## src/rtl/lowpass_sequencer.sv

```systemverilog
`default_nettype none
// ============================================================================
// Module  : lowpass_sequencer
// Brief   : 2-deep sample FIFO feeding a start/done filter, with busy timeout
//           and decimated result strobe.
// Revision: 1.0  initial release
// ============================================================================
module lowpass_sequencer #(
  parameter int DECIM   = 1,
  parameter int TIMEOUT = 40
) (
  input  logic               clk_in,
  input  logic               rst_n_in,
  input  logic               in_valid_in,
  input  logic signed [15:0] in_sample_in,
  output logic               in_ready_out,
  output logic               filt_ready_out,
  output logic signed [15:0] filt_sample_out,
  input  logic               filt_done_in,
  input  logic signed [15:0] filt_signal_in,
  output logic               out_valid_out,
  output logic signed [15:0] out_sample_out,
  output logic        [7:0]  drop_count_out,
  output logic               err_timeout_out
);

  localparam logic [7:0] c_timer_last = 8'(TIMEOUT - 1);
  localparam logic [3:0] c_dec_last   = 4'(DECIM - 1);

  typedef enum logic [1:0] {
    IDLE    = 2'd0,
    ISSUE   = 2'd1,
    BUSY    = 2'd2,
    CAPTURE = 2'd3
  } state_t;

  state_t r_state;
  state_t w_state_nxt;

  logic signed [15:0] r_fifo_mem [2];
  logic               r_wr_ptr;
  logic               r_rd_ptr;
  logic [1:0]         r_count;
  logic [7:0]         r_timer;
  logic [3:0]         r_dec_cnt;
  logic [7:0]         r_drop_count;
  logic               r_err_timeout;
  logic               r_out_valid;
  logic signed [15:0] r_out_sample;

  logic w_push;
  logic w_pop;
  logic w_fifo_nempty;
  logic w_timeout;

  assign in_ready_out    = (r_count < 2'd2);
  assign w_push          = in_valid_in & in_ready_out;
  assign w_pop           = (r_state == ISSUE);
  assign w_fifo_nempty   = (r_count != 2'd0);

  assign filt_ready_out  = (r_state == ISSUE);
  assign filt_sample_out = filt_ready_out ? r_fifo_mem[r_rd_ptr] : 16'sd0;
  assign out_valid_out   = r_out_valid;
  assign out_sample_out  = r_out_sample;
  assign drop_count_out  = r_drop_count;
  assign err_timeout_out = r_err_timeout;

  // Pop only happens in ISSUE, which is entered only with a non-empty FIFO.
  always_ff @(posedge clk_in or negedge rst_n_in) begin
    if (!rst_n_in) begin
      r_wr_ptr      <= 1'b0;
      r_rd_ptr      <= 1'b0;
      r_count       <= 2'd0;
      r_fifo_mem[0] <= 16'sd0;
      r_fifo_mem[1] <= 16'sd0;
      r_drop_count  <= 8'd0;
    end else begin
      if (w_push) begin
        r_fifo_mem[r_wr_ptr] <= in_sample_in;
        r_wr_ptr             <= ~r_wr_ptr;
      end
      if (w_pop) begin
        r_rd_ptr <= ~r_rd_ptr;
      end
      r_count <= r_count + {1'b0, w_push} - {1'b0, w_pop};
      if (in_valid_in && !in_ready_out && (r_drop_count != 8'hFF)) begin
        r_drop_count <= r_drop_count + 8'd1;
      end
    end
  end

  always_ff @(posedge clk_in or negedge rst_n_in) begin
    if (!rst_n_in) begin
      r_state <= IDLE;
    end else begin
      r_state <= w_state_nxt;
    end
  end

  always_comb begin
    w_state_nxt = r_state;
    w_timeout   = 1'b0;
    case (r_state)
      IDLE: begin
        if (w_fifo_nempty) begin
          w_state_nxt = ISSUE;
        end
      end
      ISSUE: begin
        w_state_nxt = BUSY;
      end
      BUSY: begin
        if (filt_done_in) begin
          w_state_nxt = CAPTURE;
        end else if (r_timer == c_timer_last) begin
          w_state_nxt = IDLE;
          w_timeout   = 1'b1;
        end
      end
      CAPTURE: begin
        w_state_nxt = w_fifo_nempty ? ISSUE : IDLE;
      end
      default: begin
        w_state_nxt = IDLE;
      end
    endcase
  end

  // The captured filter value goes straight to the output register once the
  // decimation count completes; intermediate results are discarded.
  always_ff @(posedge clk_in or negedge rst_n_in) begin
    if (!rst_n_in) begin
      r_timer       <= 8'd0;
      r_dec_cnt     <= 4'd0;
      r_err_timeout <= 1'b0;
      r_out_valid   <= 1'b0;
      r_out_sample  <= 16'sd0;
    end else begin
      r_out_valid <= 1'b0;
      if (r_state == ISSUE) begin
        r_timer <= 8'd0;
      end else if ((r_state == BUSY) && !filt_done_in && !w_timeout) begin
        r_timer <= r_timer + 8'd1;
      end
      if (w_timeout) begin
        r_err_timeout <= 1'b1;
      end
      if (r_state == CAPTURE) begin
        if (r_dec_cnt == c_dec_last) begin
          r_dec_cnt    <= 4'd0;
          r_out_sample <= filt_signal_in;
          r_out_valid  <= 1'b1;
        end else begin
          r_dec_cnt <= r_dec_cnt + 4'd1;
        end
      end
    end
  end

endmodule
`default_nettype wire

```

## config.mk

```make
export PLATFORM = sky130hd
export DESIGN_NAME = lowpass_sequencer
export DESIGN_NICKNAME = d
export VERILOG_FILES = /design/src/rtl/lowpass_sequencer.sv
export SDC_FILE = /design/constraint.sdc
export NUM_CORES = 1
export LEC_CHECK = 0
export CORE_MARGIN = 4
export CORE_UTILIZATION = 51
export CTS_BUF_LIST = sky130_fd_sc_hd__clkbuf_4 sky130_fd_sc_hd__clkbuf_8
export CTS_CLUSTER_DIAMETER = 120
export DETAILED_ROUTE_END_ITERATION = 6
export GPL_TIMING_DRIVEN = 0
export PLACE_DENSITY = 0.84
export SLEW_MARGIN = 40
export SYNTH_ARGS = -nofsm -noshare
export SYNTH_HDL_FRONTEND = slang
export SYNTH_SLANG_ARGS = --single-unit
```

## constraint.sdc

```tcl
create_clock -name clk_in -period 2 [get_ports clk_in]
set_clock_uncertainty 0.15 [all_clocks]
set_input_delay 0.2 -clock clk_in [delete_from_list [all_inputs] [get_ports clk_in]]
set_output_delay 0.2 -clock clk_in [all_outputs]
set_load 0.02 [all_outputs]
```

### Word-level counts from Yosys, hierarchy flattened

Index checks and enable logic that the tools add are counted.

| storage, ports and cells | value |
|---|---|
| register bits after elaboration | 76 |
| logic and storage cells | 67 |
| output and inout port bits | 44 |

| operators by class | value |
|---|---|
| muxes and demuxes | 20 |
| reduce and logical (&&, ||, !) cells | 14 |
| magnitude comparators | 4 |
| equality and inequality tests | 7 |
| bitwise operators | 5 |
| add/sub/neg operators | 5 |

Operator list:

| cell | number |
|---|---|
| $mux W16 | 5 |
| $bwmux W32 | 1 |
| $add A8 B1 Y8 const B | 2 |
| $demux W16 S1 | 1 |
| $mux W8 | 2 |
| $eq A8 B6 Y1 const B | 1 |
| $ne A8 B8 Y1 const B | 1 |
| $pmux W2 S4 | 1 |
| $mux W1 | 6 |
| $mux W2 | 3 |
| $logic_and A1 B1 Y1 | 5 |
| $add A4 B1 Y4 const B | 1 |
| $eq A2 B2 Y1 const B | 2 |
| $ge A2 B2 Y1 const B | 2 |
| $logic_not A4 Y1 | 1 |
| $mux W4 | 1 |
| $not A1 Y2 | 2 |
| $reduce_and A2 Y1 | 2 |
| $reduce_bool A2 Y1 | 2 |
| $logic_not A1 Y1 | 3 |
| $ne A3 B3 Y1 const B | 1 |
| $add A2 B1 Y2 | 1 |
| $eq A2 B1 Y1 const B | 1 |
| $logic_not A2 Y1 | 1 |
| other kinds (6) | 7 |

### Depth between registers and ports, before layout

Gate-level depths: netlist of the first run.

| depth | value |
|---|---|
| word-level depth | 8 |
| depth in mapped cells | 7 |
| depth with buffers taken out | 7 |

### Worst setup path before layout of the first run

Ideal clock, no wire load.

| path | value |
|---|---|
| path type | register to register |
| start | register r_state[0] |
| end | register r_count[1] |
| required time | 1724 ps |
| period minus slack after synthesis | 1968 ps |
| cell stages (with the launch flop) | 8 |
| arrival time | 1692 ps |
| buffers on the path | 0 |
| path slack | 32 ps |
| path through | dfrtp_1 > or2b_1 > clkinv_1 > ha_1 > inv_1 > ha_1 > xnor2_1 > xnor2_1 |

| between the ends | value |
|---|---|
| longest elaborated chain between the ends | 2 |

RTL lines:

| element | line | RTL |
|---|---|---|
| start, declared | 37 | `state_t r_state;` |
| start signal, assigned | 96 | `r_state <= w_state_nxt;` |
| $eq A2 B1 Y1 | -- |  |
| via filt_ready_out | 17 | `output logic filt_ready_out,` |
| $sub A2 B1 Y2 | 85 | `r_count <= r_count + {1'b0, w_push} - {1'b0, w_pop};` |
| end signal, assigned | 85 |  |
| end, declared | 43 | `logic [1:0] r_count;` |

The timed path passes the listed nets, and every way through them passes these cells.
A chain may end at the register's enable or synchronous reset.

### Worst setup path after layout of the first run

| path | value |
|---|---|
| start | register r_rd_ptr |
| end | output port filt_sample_out[6] |

| between the ends | value |
|---|---|
| longest elaborated chain between the ends | 5 |

RTL lines:

| element | line | RTL |
|---|---|---|
| start, declared | 42 | `logic r_rd_ptr;` |
| start signal, assigned | 83 | `r_rd_ptr <= ~r_rd_ptr;` |
| $not A1 Y2 (implied by the code) | 62 | `assign filt_sample_out = filt_ready_out ? r_fifo_mem[r_rd_ptr] : 16'sd0;` |
| $mux W16 (implied by the code) (3 in a row) | 62 |  |
| $mux W16 | 62 |  |
| end, declared | 18 | `output logic signed [15:0] filt_sample_out,` |

No other way between the ends. The select of a mux whose other input is x is not followed.

==> results of run 1 <==
state kept, by name (all words and copies together) (netlist names), 2 cells and up:
signal / count
r_fifo_mem: 32
out_sample_out: 16
drop_count_out: 8
r_timer: 8
r_dec_cnt: 4
r_count: 2
r_state: 2
Yosys cell counts:
cell type / instances / area share, %
nor4b_4: 1 / 0.70
or2b_1: 1 / 0.22
o311ai_4: 1 / 0.78
mux2i_1: 19 / 5.6
nor2_2: 1 / 0.19
a21oi_1: 1 / 0.15
or3_1: 2 / 0.37
buf_6: 1 / 0.33
o21ai_0: 1 / 0.15
nand3_1: 5 / 0.74
clkinv_1: 1 / 0.11
buf_12: 1 / 0.59
nor2_1: 29 / 3.2
nand2_2: 1 / 0.19
mux2_4: 7 / 3.1
nand4_1: 4 / 0.74
clkbuf_1: 2 / 0.22
ha_1: 6 / 2.2
nor4_1: 2 / 0.37
buf_4: 1 / 0.22
nand2_1: 10 / 1.1
a31o_2: 1 / 0.26
dfrtp_1: 76 / 56
xnor2_1: 8 / 2.1
a21boi_2: 1 / 0.33
o21a_1: 1 / 0.22
o22ai_1: 1 / 0.19
inv_1: 5 / 0.56
nor3_1: 3 / 0.44
nor3b_2: 1 / 0.37
and3_1: 1 / 0.19
xor2_1: 10 / 2.6
mux2_1: 1 / 0.33
nand4bb_1: 1 / 0.33
buf_2: 3 / 0.44
mux2_2: 42 / 14
placed cells by master, fill, tap and decap left out, types with 2 or more instances in the layout:
cell / netlist / final
ha_1: 6 / 6
buf_2: 3 / 2
clkinv_2: 0 / 3
nor4_1: 2 / 2
clkdlybuf4s15_1: 0 / 2
clkbuf_4: 0 / 2
nor2_4: 0 / 5
nand4_1: 4 / 4
nand3_1: 5 / 5
nor2_1: 29 / 20
or3_1: 2 / 2
dfrtp_2: 0 / 2
xnor2_1: 8 / 8
buf_4: 1 / 7
clkbuf_2: 0 / 3
nor3_1: 3 / 3
clkbuf_8: 0 / 10
nand2_1: 10 / 10
buf_6: 1 / 9
xor2_1: 10 / 10
inv_1: 5 / 5
nor2_2: 1 / 5
buf_12: 1 / 2
mux2_2: 42 / 42
bufinv_16: 0 / 2
mux2_4: 7 / 7
clkdlybuf4s50_1: 0 / 61
mux2i_1: 19 / 17
mux2i_2: 0 / 2
dfrtp_1: 76 / 74
area by class of cell:
| class | count | share of cell area, % |
|---|---|---|
| multi-input combinational | 162 | 31.4 |
| inverter | 6 | 0.569 |
| clock inverter | 5 | 1.63 |
| sequential | 76 | 41.2 |
| clock buffer | 11 | 3.14 |
| buffer | 8 | 2.11 |
| timing repair buffer | 83 | 17.8 |
| tap | 77 | 2.09 |
per-layer routing:
layer  track usage (%)  vias to the layer above  wire [µm]
li1                  -                     1062          -
met1              24.5                     1137       2940
met2              29.7                       45       3570
met3              3.78                       11        221
met4              8.66                        0        161
met5                 0                        -          0
kinds of logic after synthesis:
kind of cell               count (synthesis)  share of synthesized area (%)
DFF                                       76                           56.3
and+or+nand+nor                           62                           9.18
xor gates and xnor gates                  18                           4.67
buffers and inverters                     14                           2.48
AOI/OAI and AO/OA                          7                           2.07
adders and majority gates                  6                           2.22
muxes                                     69                           23.1
worst max-delay path by stage:
stage,start,to,depth (start not counted)
2_1_floorplan,r_state[0]$_DFFE_PN0P_,r_count[1]$_DFF_PN0_,7
3_3_place_gp,rst_n_in,r_fifo_mem[16]$_DFFE_PN0P_,1
3_5_place_dp,r_state[0]$_DFFE_PN0P_,filt_sample_out[11],5
4_1_cts,r_state[0]$_DFFE_PN0P_,filt_ready_out,3
5_1_grt,r_rd_ptr$_DFFE_PN0P_,filt_sample_out[6],5
6_report,r_rd_ptr$_DFFE_PN0P_,filt_sample_out[6],5
report_power, final:
part | internal [mW] | switching, mW
sequential | 2.22 | 0.445
clock | 0.744 | 0.536
combinational | 1.81 | 1.61
critical path, delay by kind of cell, from the launching register on:
family                 cells  cell delay (ns)
flip-flops                 1             0.32
multiplexers               1             0.32
buffers and inverters      3             0.55
AND/OR/NAND/NOR            1             0.06
what timing repair did:
item	4_1_cts	5_1_grt
pin swaps	0	1
setup endpoints to repair	18	30
gates resized for setup	62	44
hold buffers	1	0
buffers inserted	2	0
hold endpoints to repair	76	0
==> metrics.md, run 1 <==
| Metric | Value |
|---|---|
| Status | complete, no violations |
| Final WS setup | 0.0414 ns |
| Non-filler instance count after layout | 428 |
| VDD IR max | a little under 0.0009 V |
| CP max FO | 10 |
| Worst setup EP type | primary output |
| CP Cell Sequence | clkbuf_4, buf_6, mux2i_1, nor2_4, buf_6 |
| CTS tree | done |
| Sequential area share after synthesis | 56.3% |
| Mean Syn Cell Area | around 13 µm² |
| Final Cell Area | 4620 µm² |
| Seq cells post-synth | 76 |
| Critical path startpoint category | register |
| Post-Syn Instances | 252 |
| Final Critical Period | around 2.0 ns |
| Post-Route Utilization | 72.3% |
| Vias in the first global route | 2,361 |
| WS Path Type | register to primary output |
| DR vias/cell | roughly 5.3 |
| # DRC | 0 |
| Antenna violations before repair | 0 |
| Clk pin slew, worst setup/hold paths | about 0.080 ns |
| Fin. max-slew vios | 0 |
| CTS Sinks | 76 |
| Setup TNS Final | 0 ns |
| First-pass GRT wire length | roughly 11,000 µm |
| Largest net degree at the start of global routing | 59 |
| N_diodes | 0 |
| Hold slack | 0.146 ns |
| Worst reg-to-reg setup slack | 0.11 ns |
| Final Power | 7.36 mW |
| R2R depth | 7 |
| Layout cells sized above 1 | 32.2% |
| Syn_nets | 294 |
| Core footprint | 6390 µm² |
| Pre-CTS setup slack | -0.540 ns |
| Clock root buffer | clkbuf_8 |
| Fill count | 417 |
| Std cell rows | 29 |
| Drt first pass iters | 4 |
| Ys Warns | 0 |
| Longest Clk Path Bufs | 2 |
| Max incr delay on CP | 0.32 ns |
| FF-to-FF End | r_count[1]$_DFF_PN0_ |
| FF/Latch Area | 1900 µm² |
| Final wirelength | 6900 µm |
| Multi-input logic area | 1450 µm² |
| DP Cell Count | 409 |
| Max H-tree Level | 3 |
| IO buf count | 79 |
| Initial core utilization | 52.9% |
| Cell area after placement | 4290 µm² |
| Worst Path Required | 1.65 ns |
| Grt ovf | 0 |
| Least-Margin Pin Slew | 0.461 ns |
| R2r startpoint | r_state[0]$_DFFE_PN0P_ |
| Die Footprint | roughly 8000 µm² |
| Post-synthesis cell area | 3380 µm² |
| HP Class | input port to async pin |
| DPL Wire Length | 4650 µm |
| P_leak | about 2.1 nW |
| Relative slew slack | 69.0% |
| GRT Util Overall | around a fifth |
| Boundary Pins | 80 |
| Final-stage net count | 388 |
| CP max-delay cell | dfrtp_1 |
| Period utilization | between 90% and 100% |
| Worst skew pair latency | 0.34 ns |
| DR vias | 2,255 |
| CTS Buf Count | 9 |
| Synth-to-Final Area Change | 36.7% |
| Final ANT Viol Nets | 0 |
| Final hold violation count | 0 |
| P per Cell Area | around 1600 nW/µm² |
| Routability Congestion | about 0.76 |
| Critical Path Most Common Cell | buf_6 |
| Count of final setup violators | 0 |
| DR WL/cell | 16.1 µm |
| Netlist cell types | 36 |
| Die W | 89.4 µm |
| Worst EP arrival | 1.61 ns |
| Die Ht | between 80 and 90 µm |
| Achievable frequency | slightly above 500 MHz |
| RSZ-0062 raised after global routing | true |
| Iter 0 DRT Violations | 97 |
| Maximum capacitance violations | 0 |
No activity file was read; power rests on OpenSTA's default activity.
==> run 2, diff against run 1 <==
ABC_CLOCK_PERIOD_IN_PS = 2000   (was not set)
SKIP_CTS_REPAIR_TIMING = 1   (was not set)
==> metrics.md, run 2 (synthesized netlist as in run 1, its figures left out) <==
| Metric | Value |
|---|---|
| Switching share of power | 34.7% (-0.41 points) |
| Worst reg-to-reg setup slack | 0.11 ns (about the same) |
| Largest net degree at the start of global routing | 59 (unchanged) |
| Reg with most FFs | r_fifo_mem |
| P per Cell Area | 1580 nW/µm² (-1.1%) |
| Non-filler instance count after layout | 429 (+0.23%) |
| Maximum capacitance violations | 0 (unchanged) |
| Internal Dissipation | 4.74 mW (-0.72%) |
| Largest register FFs | 32 (unchanged) |
| Clk pin slew, worst setup/hold paths | 0.08 ns (about the same) |
| Status | complete, no violations |
| Final WS setup | 0.0384 ns (-0.00301 ns) |
| Buffer and inverter count on the worst path | 3 (unchanged) |
| Synth-to-Final Area Change | 36.3% |
| CTS Buf Count | 9 (unchanged) |
| Fin. max-slew vios | 0 (unchanged) |
| DR vias/cell | 5.22 (-0.99%) |
| WS Path Type | register to primary output |
| Die W | 89.4 µm (unchanged) |
| Worst skew pair latency | 0.34 ns (about the same) |
| Antenna violations before repair | 0 (unchanged) |
| Final Cell Area | 4600 µm² (-0.27%) |
| Least-Margin Pin Slew | 0.442 ns (-0.0195 ns) |
| Critical path startpoint category | register |
| DR WL/cell | 15.8 µm (-1.8%) |
| Longest Clk Path Bufs | 2 (unchanged) |
| P_leak | 2.17 nW (+4.9%) |
| Setup TNS Final | 0 ns (unchanged) |
| DR vias | 2,238 (-0.75%) |
| Final hold violation count | 0 (unchanged) |
| Initial core utilization | 52.9% (unchanged) |
| Critical path depth | 5 (unchanged) |
| Count of final setup violators | 0 (unchanged) |
| CTS Sinks | 76 (unchanged) |
| Worst Path Required | 1.65 ns (about the same) |
| P_sw | 2.52 mW (-2.5%) |
| CP max FO | 10 (unchanged) |
| CP max-delay cell | dfrtp_2 |
| Final ANT Viol Nets | 0 (unchanged) |
| Cell area after placement | 4290 µm² (unchanged) |
| R2r startpoint | r_state[0]$_DFFE_PN0P_ |
| Most frequent cells in the layout | dfrtp_1 (74), clkdlybuf4s50_1 (61), mux2_2 (42), nor2_1 (20), mux2i_1 (19) |
| Achievable frequency | 510 MHz (-0.15%) |
| Setup crit start | r_state[1]$_DFFE_PN0P_ |
| First-pass GRT wire length | 11,100 µm (-1.8%) |
| HP Class | input port to async pin |
| Final-stage net count | 389 (+0.26%) |
| Die Footprint | 7990 µm² (unchanged) |
| Max incr delay on CP | 0.42 ns (+0.10 ns) |
| Routability Congestion | 0.755 (unchanged) |
| Final wirelength | 6800 µm (-1.5%) |
| Max H-tree Level | 3 (unchanged) |
| Core footprint | 6390 µm² (unchanged) |
| Layout cells sized above 1 | 30.7% (-1.5 points) |
| Pre-CTS setup slack | -0.540 ns (unchanged) |
| GRT Util Overall | 18.3% (-0.37 points) |
| Critical Path Most Common Cell | buf_6 |
| Drt first pass iters | 4 (unchanged) |
| R2R depth | 7 (unchanged) |
| Std cell rows | 29 (unchanged) |
| # DRC | 0 (unchanged) |
| Combinational Power Share | 45.6% (-0.8 points) |
| Leading cell type in the layout, fill and taps excluded | dfrtp_1 |
| CTS tree | done |
| Worst EP arrival | 1.61 ns (about the same) |
| Grt ovf | 0 (unchanged) |
| Sequential group share of total power | 36.7% (+0.5 points) |
| DPL Wire Length | 4650 µm (unchanged) |
| N_diodes | 0 (unchanged) |
| Relative slew slack | 70.3% (+1.3 points) |
| Period utilization | 98.1% (+0.15 points) |
| Power share of the clock group | 17.7% (+0.3 points) |
| VDD IR max | 0.000946 V (+7.2%) |
| CP Cell Sequence | or2b_4, buf_6, buf_6, nor2_2, buf_4 |
| Worst setup EP type | primary output |
| FF-to-FF End | r_count[1]$_DFF_PN0_ |
| Final Critical Period | 1.96 ns (+0.00301 ns) |
| Vias in the first global route | 2,347 (-0.59%) |
| Kind of cell adding the most delay to the critical path | buffers and inverters |
| Iter 0 DRT Violations | 102 (+5.2%) |
| RSZ-0062 raised after global routing | true |
| IO buf count | 79 (unchanged) |
| Clock root buffer | clkbuf_8 |
| DP Cell Count | 409 (unchanged) |
| Boundary Pins | 80 (unchanged) |
| Die Ht | 89.4 µm (unchanged) |
run 2: changes by cell type in the layout (fill, tap and decap cells not counted), moves of 3 or more:
cell	change
buf_4	+6
buf_6	-3
clkbuf_2	-3
dlymetal6s2s_1	+7
nor2_2	+4
nor2_4	-4
run 2: worst max-delay path by stage:
stage	end	slack [ns]
after floorplan	r_count[1]$_DFF_PN0_	0.03
after global routing	filt_sample_out[12]	-0.03
after detailed placement	filt_sample_out[11]	-0.54
after CTS	filt_sample_out[6]	-0.92
final	filt_sample_out[12]	0.04
after global placement	r_fifo_mem[16]$_DFFE_PN0P_	-2.01
run 2: area by class of cell:
class,count,area [µm²]
clock buffer,11,145
multi-input combinational,162,1420
sequential,76,1900
fill,422,1780
clock inverter,5,75.1
timing repair buffer,84,848
buffer,8,85.1
tap,77,96.3
inverter,6,26.3
run 2: worst register-to-register path, cell delays in order, from the launching register on:
cell	delay, ns
dfrtp_2	0.40
or2b_4	0.22
clkinvlp_4	0.19
ha_1	0.33
inv_1	0.04
ha_1	0.18
xnor2_1	0.17
xnor2_1	0.13
run 2: through the flow:
stage	utilization [%]	power (mW)	hold WS [ns]
finish	72.1	7.26	0.149
global route	72.1	7.72	0.152
CTS	70.7	7.18	-0.480
detailed placement	67.2	5.87	-0.0983
global placement	66.8	5.75	0.314
floorplan	-	4.64	-0.246
run 2: layer usage:
metal | vias up | part of all wire, % | global-route usage [%]
met4 | 0 | 2.4 | 8.66
met1 | 1127 | 42 | 24.0
li1 | 1059 | - | -
met5 | - | 0 | 0
met3 | 11 | 3.0 | 3.78
met2 | 41 | 52 | 29.0
run 2: power by group through the flow:
stage	Combinational (mW)	Clock, mW	Sequential (mW)
floorplan	1.76	0	2.88
global placement	3.10	0	2.66
detailed placement	3.18	0	2.69
CTS	3.19	1.31	2.68
global route	3.57	1.39	2.76
finish	3.31	1.29	2.66
==> run 3, diff against run 2 <==
--- a/constraint.sdc
+++ b/constraint.sdc
@@ -4,2 +4,2 @@
 set_output_delay 0.2 -clock clk_in [all_outputs]
-set_load 0.02 [all_outputs]
+set_load 0.1 [all_outputs]
==> metrics.md, run 3 (synthesized netlist as in run 1, its figures left out) <==
| Metric | Value |
|---|---|
| DR vias/cell | 5.23 (+0.34%) |
| Die Ht | 89.4 µm (unchanged) |
| Clock root buffer | clkbuf_8 |
| CP Cell Sequence | or2b_4, buf_8, buf_12, nor2_4, buf_12 |
| R2R depth | 7 (unchanged) |
| Antenna violations before repair | 0 (unchanged) |
| Final WS setup | -0.00192 ns (-0.0404 ns) |
| Std cell rows | 29 (unchanged) |
| CP max-delay cell | dfrtp_2 |
| Status | complete, but fails checks |
| CTS Buf Count | 9 (unchanged) |
| Least-Margin Pin Slew | 0.497 ns (+0.0558 ns) |
| RSZ-0062 raised after global routing | true |
| DPL Wire Length | 4770 µm (+2.7%) |
| Iter 0 DRT Violations | 48 (-53%) |
| Vias in the first global route | 2,308 (-1.7%) |
| First-pass GRT wire length | 10,800 µm (-2.6%) |
| CTS Sinks | 76 (unchanged) |
| DR vias | 2,256 (+0.80%) |
| Layout cells sized above 1 | 48.6% (+18 points) |
| N_diodes | 0 (unchanged) |
| WS Path Type | register to primary output |
| Post-Route Utilization | 75.2% (+3.1 points) |
| Leading cell type in the layout, fill and taps excluded | dfrtp_1 |
| Die Footprint | 7990 µm² (unchanged) |
| Synth-to-Final Area Change | 42.2% |
| Worst setup EP type | primary output |
| Failing checks | setup timing |
| # DRC | 0 (unchanged) |
| GRT Util Overall | 18.0% (-0.27 points) |
| DP Cell Count | 409 (unchanged) |
| Boundary Pins | 80 (unchanged) |
| Period utilization | 100% (+2.0 points) |
| R2r startpoint | r_state[0]$_DFFE_PN0P_ |
| Most frequent cells in the layout | dfrtp_1 (65), mux2_2 (42), clkdlybuf4s50_1 (34), buf_2 (28), buf_12 (14) |
| Die W | 89.4 µm (unchanged) |
| Kind of cell adding the most delay to the critical path | buffers and inverters |
| Final-stage net count | 391 (+0.51%) |
| Routability Congestion | 0.733 (-3.0%) |
| FF-to-FF End | r_count[1]$_DFF_PN0_ |
| Clk pin slew, worst setup/hold paths | 0.07 ns (about the same) |
| Max H-tree Level | 3 (unchanged) |
| Fin. max-slew vios | 0 (unchanged) |
| Longest Clk Path Bufs | 2 (unchanged) |
| Drt first pass iters | 3 (-1) |
| Final hold violation count | 0 (unchanged) |
| Largest net degree at the start of global routing | 45 (-24%) |
| Initial core utilization | 52.9% (unchanged) |
| Reg with most FFs | r_fifo_mem |
| Worst EP arrival | 1.65 ns (+0.04 ns) |
| Non-filler instance count after layout | 431 (+0.47%) |
| Fill count | 410 (-2.8%) |
| CP max FO | 10 (unchanged) |
| HP Class | input port to async pin |
| DR WL/cell | 16.7 µm (+5.6%) |
| Final wirelength | 7210 µm (+6.0%) |
| Setup TNS Final | -0.00192 ns (-0.00192 ns) |
| Final ANT Viol Nets | 0 (unchanged) |
| Relative slew slack | 67.1% (-3.2 points) |
| Largest register FFs | 32 (unchanged) |
| Worst skew pair latency | 0.35 ns (about the same) |
| IO buf count | 79 (unchanged) |
| Worst reg-to-reg setup slack | 0.14 ns (+0.03 ns) |
| Buffer and inverter count on the worst path | 3 (unchanged) |
| Achievable frequency | 500 MHz (-2.0%) |
| Critical path startpoint category | register |
| Setup crit start | r_state[1]$_DFFE_PN0P_ |
| Grt ovf | 0 (unchanged) |
| Max incr delay on CP | 0.42 ns (about the same) |
| Count of final setup violators | 1 (+1) |
| Core footprint | 6390 µm² (unchanged) |
| CTS tree | done |
| Critical Path Most Common Cell | buf_12 |
| Pre-CTS setup slack | -0.277 ns (+0.263 ns) |
| Maximum capacitance violations | 0 (unchanged) |
| Final Critical Period | 2.00 ns (+0.0404 ns) |
| Worst Path Required | 1.65 ns (about the same) |
[run 3: final cells by class]
cell class                      instances  area (µm²)  area share, %
Tap cell                               77        96.3           2.01
Clock buffer                           12         165           3.44
Inverter                                6        27.5          0.573
Sequential cell                        76        1920           40.0
Multi-Input combinational cell        162        1610           33.4
Clock inverter                          4        70.1           1.46
Buffer                                  8         109           2.27
Timing Repair Buffer                   86         808           16.8
[run 3: per-stage QoR]
step	hold WS (ns)	area [µm²]
6_report	0.153	4800
5_1_grt	0.172	4800
4_1_cts	-0.425	4450
3_5_place_dp	-0.0463	4220
3_3_place_gp	0.312	4410
2_1_floorplan	-0.246	3530
[run 3: worst max path at each step]
stage,cells after the start,to
2_1_floorplan,7,r_count[1]$_DFF_PN0_
3_3_place_gp,1,drop_count_out[0]$_DFFE_PN0P_
3_5_place_dp,5,filt_sample_out[14]
4_1_cts,5,filt_sample_out[14]
5_1_grt,5,filt_sample_out[14]
6_report,5,filt_sample_out[10]
[run 3: metal layers]
metal / GRT usage (%) / wire (µm) / up-vias
met5: 0 / 0 / -
met4: 6.09 / 99 / 0
met3: 6.82 / 521 / 12
met2: 27.4 / 3560 / 58
met1: 23.8 / 3020 / 1112
li1: - / - / 1074
Power of run 3 is left out: the tool's default activity adds up to more than one toggle a clock period on the data nets, which glitch-free logic cannot reach.
